===== src/rtl/seg7_scan_driver.sv =====
// Four-digit common-anode 7-segment scan driver for the stopwatch display.
// Snapshots the BCD count once per frame; guard-blanks each slot; blinks the colon while running.
module seg7_scan_driver #(
    parameter int REFRESH_DIV  = 50000,
    parameter int GUARD        = 4,
    parameter int BLINK_FRAMES = 50
) (
    input  logic        clk_in,
    input  logic        RESET_N,
    input  logic [15:0] Q,
    input  logic        ON_OFF,
    input  logic        LZB,
    output logic [6:0]  SEG,
    output logic        DP,
    output logic [3:0]  AN
);
    localparam int TW = (REFRESH_DIV > 1) ? $clog2(REFRESH_DIV) : 1;
    localparam int BW = (BLINK_FRAMES > 1) ? $clog2(BLINK_FRAMES) : 1;
    localparam logic [TW-1:0] TICK_LAST  = TW'(REFRESH_DIV - 1);
    localparam logic [TW-1:0] GUARD_END  = TW'(GUARD);
    localparam logic [BW-1:0] BLINK_LAST = BW'(BLINK_FRAMES - 1);

    logic [TW-1:0] tick_q, tick_d;
    logic [1:0]    idx_q, idx_d;
    logic [15:0]   snap_q, snap_d;
    logic [BW-1:0] blink_cnt_q, blink_cnt_d;
    logic          dp_phase_q, dp_phase_d;
    logic [6:0]    seg_q, seg_d;
    logic          dp_q, dp_d;
    logic [3:0]    an_q, an_d;

    logic          frame_start;
    logic [3:0]    nib;
    logic [6:0]    seg_dec;

    always_comb begin
        tick_d      = tick_q;
        idx_d       = idx_q;
        snap_d      = snap_q;
        blink_cnt_d = blink_cnt_q;
        dp_phase_d  = dp_phase_q;
        an_d        = 4'hF;
        seg_d       = 7'h7F;
        dp_d        = 1'b1;
        nib         = 4'h0;
        seg_dec     = 7'b0111111;

        frame_start = (tick_q == '0) && (idx_q == 2'd0);

        if (tick_q == TICK_LAST) begin
            tick_d = '0;
            idx_d  = idx_q + 2'd1;
        end else begin
            tick_d = tick_q + TW'(1);
        end

        if (frame_start) begin
            snap_d = Q;
        end

        // Stopped: hold the colon steady so a restart begins a full lit half-period.
        if (!ON_OFF) begin
            blink_cnt_d = '0;
            dp_phase_d  = 1'b1;
        end else if (frame_start) begin
            if (blink_cnt_q == BLINK_LAST) begin
                blink_cnt_d = '0;
                dp_phase_d  = ~dp_phase_q;
            end else begin
                blink_cnt_d = blink_cnt_q + BW'(1);
            end
        end

        case (idx_q)
            2'd0:    nib = snap_q[3:0];
            2'd1:    nib = snap_q[7:4];
            2'd2:    nib = snap_q[11:8];
            default: nib = snap_q[15:12];
        endcase

        case (nib)
            4'd0:    seg_dec = 7'b1000000;
            4'd1:    seg_dec = 7'b1111001;
            4'd2:    seg_dec = 7'b0100100;
            4'd3:    seg_dec = 7'b0110000;
            4'd4:    seg_dec = 7'b0011001;
            4'd5:    seg_dec = 7'b0010010;
            4'd6:    seg_dec = 7'b0000010;
            4'd7:    seg_dec = 7'b1111000;
            4'd8:    seg_dec = 7'b0000000;
            4'd9:    seg_dec = 7'b0010000;
            default: seg_dec = 7'b0111111;
        endcase

        // Blanked d3 still drives its anode so every slot has the same timing.
        if (tick_q >= GUARD_END) begin
            an_d  = ~(4'b0001 << idx_q);
            seg_d = (idx_q == 2'd3 && LZB && nib == 4'h0) ? 7'h7F : seg_dec;
            dp_d  = ~((idx_q == 2'd2) && dp_phase_q);
        end
    end

    always_ff @(posedge clk_in or negedge RESET_N) begin
        if (!RESET_N) begin
            tick_q      <= '0;
            idx_q       <= 2'd0;
            snap_q      <= 16'h0000;
            blink_cnt_q <= '0;
            dp_phase_q  <= 1'b1;
            seg_q       <= 7'h7F;
            dp_q        <= 1'b1;
            an_q        <= 4'hF;
        end else begin
            tick_q      <= tick_d;
            idx_q       <= idx_d;
            snap_q      <= snap_d;
            blink_cnt_q <= blink_cnt_d;
            dp_phase_q  <= dp_phase_d;
            seg_q       <= seg_d;
            dp_q        <= dp_d;
            an_q        <= an_d;
        end
    end

    assign SEG = seg_q;
    assign DP  = dp_q;
    assign AN  = an_q;
endmodule

===== config.mk =====
export PLATFORM = sky130hd
export DESIGN_NAME = seg7_scan_driver
export DESIGN_NICKNAME = d
export VERILOG_FILES = /design/src/rtl/seg7_scan_driver.sv
export SDC_FILE = /design/constraint.sdc
export NUM_CORES = 1
export LEC_CHECK = 0
export ABC_AREA = 1
export BUFFER_PORTS_ARGS = -buffer_cell sky130_fd_sc_hd__buf_2
export CORE_ASPECT_RATIO = 0.8
export CORE_MARGIN = 2
export CORE_UTILIZATION = 62
export DETAILED_ROUTE_END_ITERATION = 16
export PLACE_DENSITY = 0.84
export SYNTH_ARGS = -nofsm -noshare
export SYNTH_HDL_FRONTEND = slang
export SYNTH_SLANG_ARGS = --single-unit

===== constraint.sdc =====
create_clock -name clk_in -period 3.3 [get_ports clk_in]
set_clock_uncertainty 0.15 [all_clocks]
set_input_delay 0.165 -clock clk_in [delete_from_list [all_inputs] [get_ports clk_in]]
set_output_delay 0.165 -clock clk_in [all_outputs]
set_load 0.005 [all_outputs]

== After elaboration in Yosys (flattened, before gate mapping) ==
Memory sizes are Yosys's and may differ from the RTL's.
Cells that the tools add are included.

* Memory bits (read-only): 112
* Bits of input ports: 20
* Output and inout port bits: 12
* Word-level logic and storage cells: 44
* Memories kept: 1
* Bits in registers: 53

{| class="wikitable"
|+ Memory list
! memory !! words !! width !! rd ports !! clocked after memory_dff !! wr ports !! RTL line !! RTL
|-
| (no name shown) || 16 || 7 || 1 || 0 || 0 || 81 || <nowiki>case (nib)</nowiki>
|}

* Equal/unequal tests: 7
* Reduce and logical (&&, ||, !) cells: 8
* Add/subtract/negate cells: 3
* Order comparisons: 1
* Shift operators: 1
* Bitwise gates (word level): 3
* Multiplexer cells: 12

{| class="wikitable"
|+ Operators with widths
! operator !! count
|-
| 2-to-1 mux 6 bit || 3
|-
| adder 16 x 1 -> 16 bit, second input constant || 1
|-
| == test 16 bit, second input constant || 1
|-
| >= comparator 16 x 3 -> 1 bit, second input constant || 1
|-
| zero test 16 bit || 1
|-
| 2-to-1 mux 16 bit || 1
|-
| 2-to-1 mux 7 bit || 2
|-
| case mux 4 bit (3 select lines) || 1
|-
| adder 6 x 1 -> 6 bit, second input constant || 1
|-
| == test 6 bit, second input constant || 1
|-
| == test 2 bit, second input constant || 2
|-
| logical AND 1 bit || 4
|-
| zero test 4 bit || 1
|-
| 2-to-1 mux 1 bit || 4
|-
| 2-to-1 mux 4 bit || 1
|-
| inequality test 2 x 1 -> 1 bit, second input constant || 2
|-
| inverter 4 bit || 1
|-
| left shift 1 x 2 -> 4 bit, first input constant || 1
|-
| adder 2 x 1 -> 2 bit, second input constant || 1
|-
| == test 2 x 1 -> 1 bit, second input constant || 1
|-
| zero test 2 bit || 1
|-
| inverter 1 bit || 2
|-
| AND reduction 2 bit || 1
|}

== Longest topological paths before layout ==
* Word-level depth: 6
* Gate-level depth with buffers: 13
* Gate-level depth less buffers: 13

== Least setup slack after synthesis ==
OpenSTA, ideal clock, no wires.

* Path type: reg-to-reg
* Start: register idx_q[0]
* End: register seg_q[0], in the netlist SEG[0]
* Clock period less this slack: 2.077 ns
* Path slack: 1.223 ns
* Arrival: 1.844 ns
* Setup time: 0.083 ns
* Stages on the path, launching flop included: 14
* Required time: 3.067 ns
* Path buffers: 0
* Cells stage by stage: dfrtp_1 -> inv_1 -> ha_1 -> nand2_1 -> nand2_1 -> nor2_1 -> nor2_1 -> inv_1 -> ha_1 -> and3_1 -> nand3_1 -> nand2_1 -> nor2_2 -> nand2_1

* Cells in the longest elaborated chain, start to end: 6
* Elaborated cells between the ends (all ways): 11
* Classes of those cells: 3 x eq/ne; 3 x mux; 4 x reduce/logical; 1 x memory

{| class="wikitable"
|+ Ends and longest elaborated chain
! item !! RTL line !! RTL
|-
| from (decl) || 24 || <nowiki>logic [1:0] idx_q, idx_d;</nowiki>
|-
| from (signal assigned) || 115 || <nowiki>idx_q <= idx_d;</nowiki>
|-
| parallel branches: the longest is 4 deep, another holds memory (16 x 7 bit) || -- ||
|-
| 2-to-1 mux 7 bit (*) || 98 || <nowiki>seg_d = (idx_q == 2'd3 && LZB && nib == 4'h0) ? 7'h7F : seg_dec;</nowiki>
|-
| 2-to-1 mux 7 bit (*) || 96 || <nowiki>if (tick_q >= GUARD_END) begin</nowiki>
|-
| via seg_d[0] || 28 || <nowiki>logic [6:0] seg_q, seg_d;</nowiki>
|-
| to (signal assigned) || 119 || <nowiki>seg_q <= seg_d;</nowiki>
|-
| to (decl) || 28 ||
|}

Mark *: on every way through the listed nets, which the timed path passes.
A chain may end at the register's enable or synchronous reset.

== Final worst setup path ==
* Start: register idx_q[0]
* End: register seg_q[2], in the netlist SEG[2]

The elaborated chain is that of the path after synthesis.

==> results.md <==
* Outcome: complete, no violations
* Worst Path Arrival at 2.48 ns
* Sequential fraction of the synthesis area at between 40% and 50%
* Setup TNS at 0 ns
* Worst path max stage delay at 0.45 ns
* Fin cells at 459
* Hold WC Path Type: primary input to register
* Vias per inst at roughly 5.3
* Vias in the first global route at 2329
* WHS Endpoint: blink_cnt_q[4]
* Final nets at ~430
* Largest net degree at the start of global routing at 47
* WL per Instance at around 13 µm
* Syn Inst Count at roughly 350
* 1st-iter DRT viols at around 230
* Synth-to-Final Area Change at 16.9%
* PwrDens at around 350 nW/µm²
* Chip Width at between 70 and 80 µm
* Worst hold stages at 3
* Detailed Place HPWL at 4160 µm
* Leakage power at 1.70 nW
* Tot Pwr at around 1.2 mW
* DRT Pass-1 Iters at 6
* DR vias at around 2.4k
* Async SR Flop Fraction at 100%
* Final setup vio count at 0
* Root Buffer: clkbuf_8
* Hold path start: ON_OFF
* Layout cells sized above 1 at approximately 20%
* Ports at 32
* Ant. Diodes at 0
* Max_cap viols at 0
* Worst slew pin tran at ~1.0 ns
* Fmax at 0.418 GHz
* Yosys reg bits at 53
* Initial antenna violation count at 0
* Commonest cells after routing, fill and taps aside: 133 x nand2_1, 40 x dfrtp_1, 32 x nor2_1
* Setup bufs post-CTS at 0
* H-tree levels at 2
* Final Hold Viols at 0
* Starting Density at around 66%
* CP startpoint kind: register
* Slew headroom at 32.7%
* Core Box Area at 4260 µm²
* Cell breakdown of the critical path: inv_1, ha_1, nand2_1, nand2_1, nor2_1, nor2_1, inv_1, ha_1, and3_1, nand3_1, nand2_1, nor2_2, nand2_1
* Sink Count at 53
* Overflow after GRT at 0
* Clock latency at the later pin of the worst-skew pair at between 0.3 and 0.4 ns
* I/O Buffers at 31
* Synth Flop Type: dfrtp_1
* R2R cell count at 13
* Worst r2r src: idx_q[0]
* Die Height at 64.1 µm
* Crit path top cell by count: nand2_1
* Post-Syn Area at roughly 2800 µm²
* Unrepaired setup endpoints after global routing: no
* Final worst setup slack at ~0.91 ns
* Cell count after placement at about 430
* Num rows at 21
* Synthesis warning total at 0
* Post-Syn Area per Cell at between 8 and 9 µm²
* Drt drc at 0
* Worst Path Required at approximately 3.4 ns
* CP endpoint kind: register
* Worst-path maximum fanout at 6
* CTS tree: built
* Syn Nets at between 300 and 400
* DRT antenna net count at 0
* Pre-CTS WS at a little under 1 ns
* Commonest non-fill, non-tap cell in the layout: nand2_1
* Worst path slowest cell: dfrtp_1
* Clock period minus worst slack at around 2.4 ns
* R2R Path End: SEG[2]
* Fill count at approximately 300
* Layout Utilization at roughly three quarters
* GPL Wtd Cong at 0.938
* TritonCTS Buffers at 5
* EDFF count, synth at 0
* First-pass GRT wire length at about 11000 µm
* Total wire length at between 6000 and 7000 µm
* Reg2reg setup slack at about 0.9 ns
* Peak supply drop at just under 0.0003 V
* GRT Total Usage at 27.4%
* Full die area at ~5100 µm²
* Crit Path Category: register to register
* CTS clk-pin slew, worst paths at ~0.10 ns
* Part of the cycle the worst path needs at between 70 and 80%
* Distinct cells, synth at 31
* Maximum clock insertion buffer count at 2
* Max Slew Vio Count at 0
==> layer usage <==
metal / global-route usage, % / vias up / wire (µm)
met5: 0 / - / 0
met4: 8.41 / 0 / 133
met3: 5.79 / 15 / 355
met2: 43.0 / 100 / 2780
met1: 38.4 / 1122 / 2810
li1: - / 1193 / -
==> worst max path at each step <==
stage | startpoint | to | depth (start not counted)
after floorplan | idx_q[0] | SEG[0] | 13
after global placement | idx_q[0] | SEG[0] | 13
after detailed placement | idx_q[0] | SEG[2] | 13
after CTS | idx_q[0] | SEG[2] | 13
after global routing | idx_q[0] | SEG[0] | 13
final | idx_q[0] | SEG[2] | 13
==> through the flow <==
stage	area, µm²	hold slack (ns)
2_1_floorplan	2800	-0.281
3_3_place_gp	3010	0.207
3_5_place_dp	3010	0.213
4_1_cts	3270	0.0101
5_1_grt	3270	0.0304
6_report	3270	0.0134
==> sequential cells by signal (all words and copies together), names as in the netlist <==
register and flops:
snap_q 16, tick_q 16, SEG 7, blink_cnt_q 6, AN 4, idx_q 2, DP 1, dp_phase_q 1
==> layout make-up <==
| type | count | area (µm²) | share of cell area [%] |
|---|---|---|---|
| Sequential cell | 53 | 1340 | 41.0 |
| Multi-Input combinational cell | 259 | 1310 | 40.0 |
| Timing Repair Buffer | 49 | 333 | 10.2 |
| Inverter | 33 | 125 | 3.82 |
| Tap cell | 57 | 71.3 | 2.18 |
| Clock buffer | 5 | 68.8 | 2.10 |
| Clock inverter | 3 | 25.0 | 0.764 |
==> timing repair <==
item	CTS	global route
hold buffers	17	0
gates resized for setup	0	0
endpoints found under the hold margin	56	0
endpoints found under the setup margin	0	0
==> cell usage after synthesis (all sizes together) (2+ instances only) <==
master | count | area share, %
dfstp | 13 | 12
ha | 12 | 5.4
o21ai | 11 | 2.5
inv | 32 | 4.3
nor3 | 5 | 1.1
dfrtp | 40 | 36
nand2 | 136 | 18
nand3 | 27 | 5.3
nand4 | 4 | 0.89
a21oi | 2 | 0.36
buf | 3 | 0.85
nand3b | 3 | 0.80
nor2 | 42 | 7.1
xor2 | 10 | 3.1
or2 | 3 | 0.76
==> cell families (layout without fill, tap and decap cells) <==
kind of cell               after synthesis  in the layout  share of synthesized area (%)
xor gates and xnor gates                11             11                           3.44
adders and majority gates               12             12                           5.36
buffers and inverters                   36             90                           5.32
and+or+nand+nor                        222            222                           34.8
AOI/OAI and AO/OA                       14             14                           3.13
DFF                                     53             53                           47.9
==> critical path, delay by kind of cell (launching register included) <==
family	cells	cell delay, ns
fa+ha+maj	2	0.51
simple gates	9	0.99
flops	1	0.45
buf+inv	2	0.23
==> where the power goes <==
part           internal (mW)  switching, mW
Clock                  0.154          0.226
Combinational         0.0423         0.0503
Sequential             0.675        0.00999
Total                  0.871          0.287
Power figures use the tool's default switching activity.
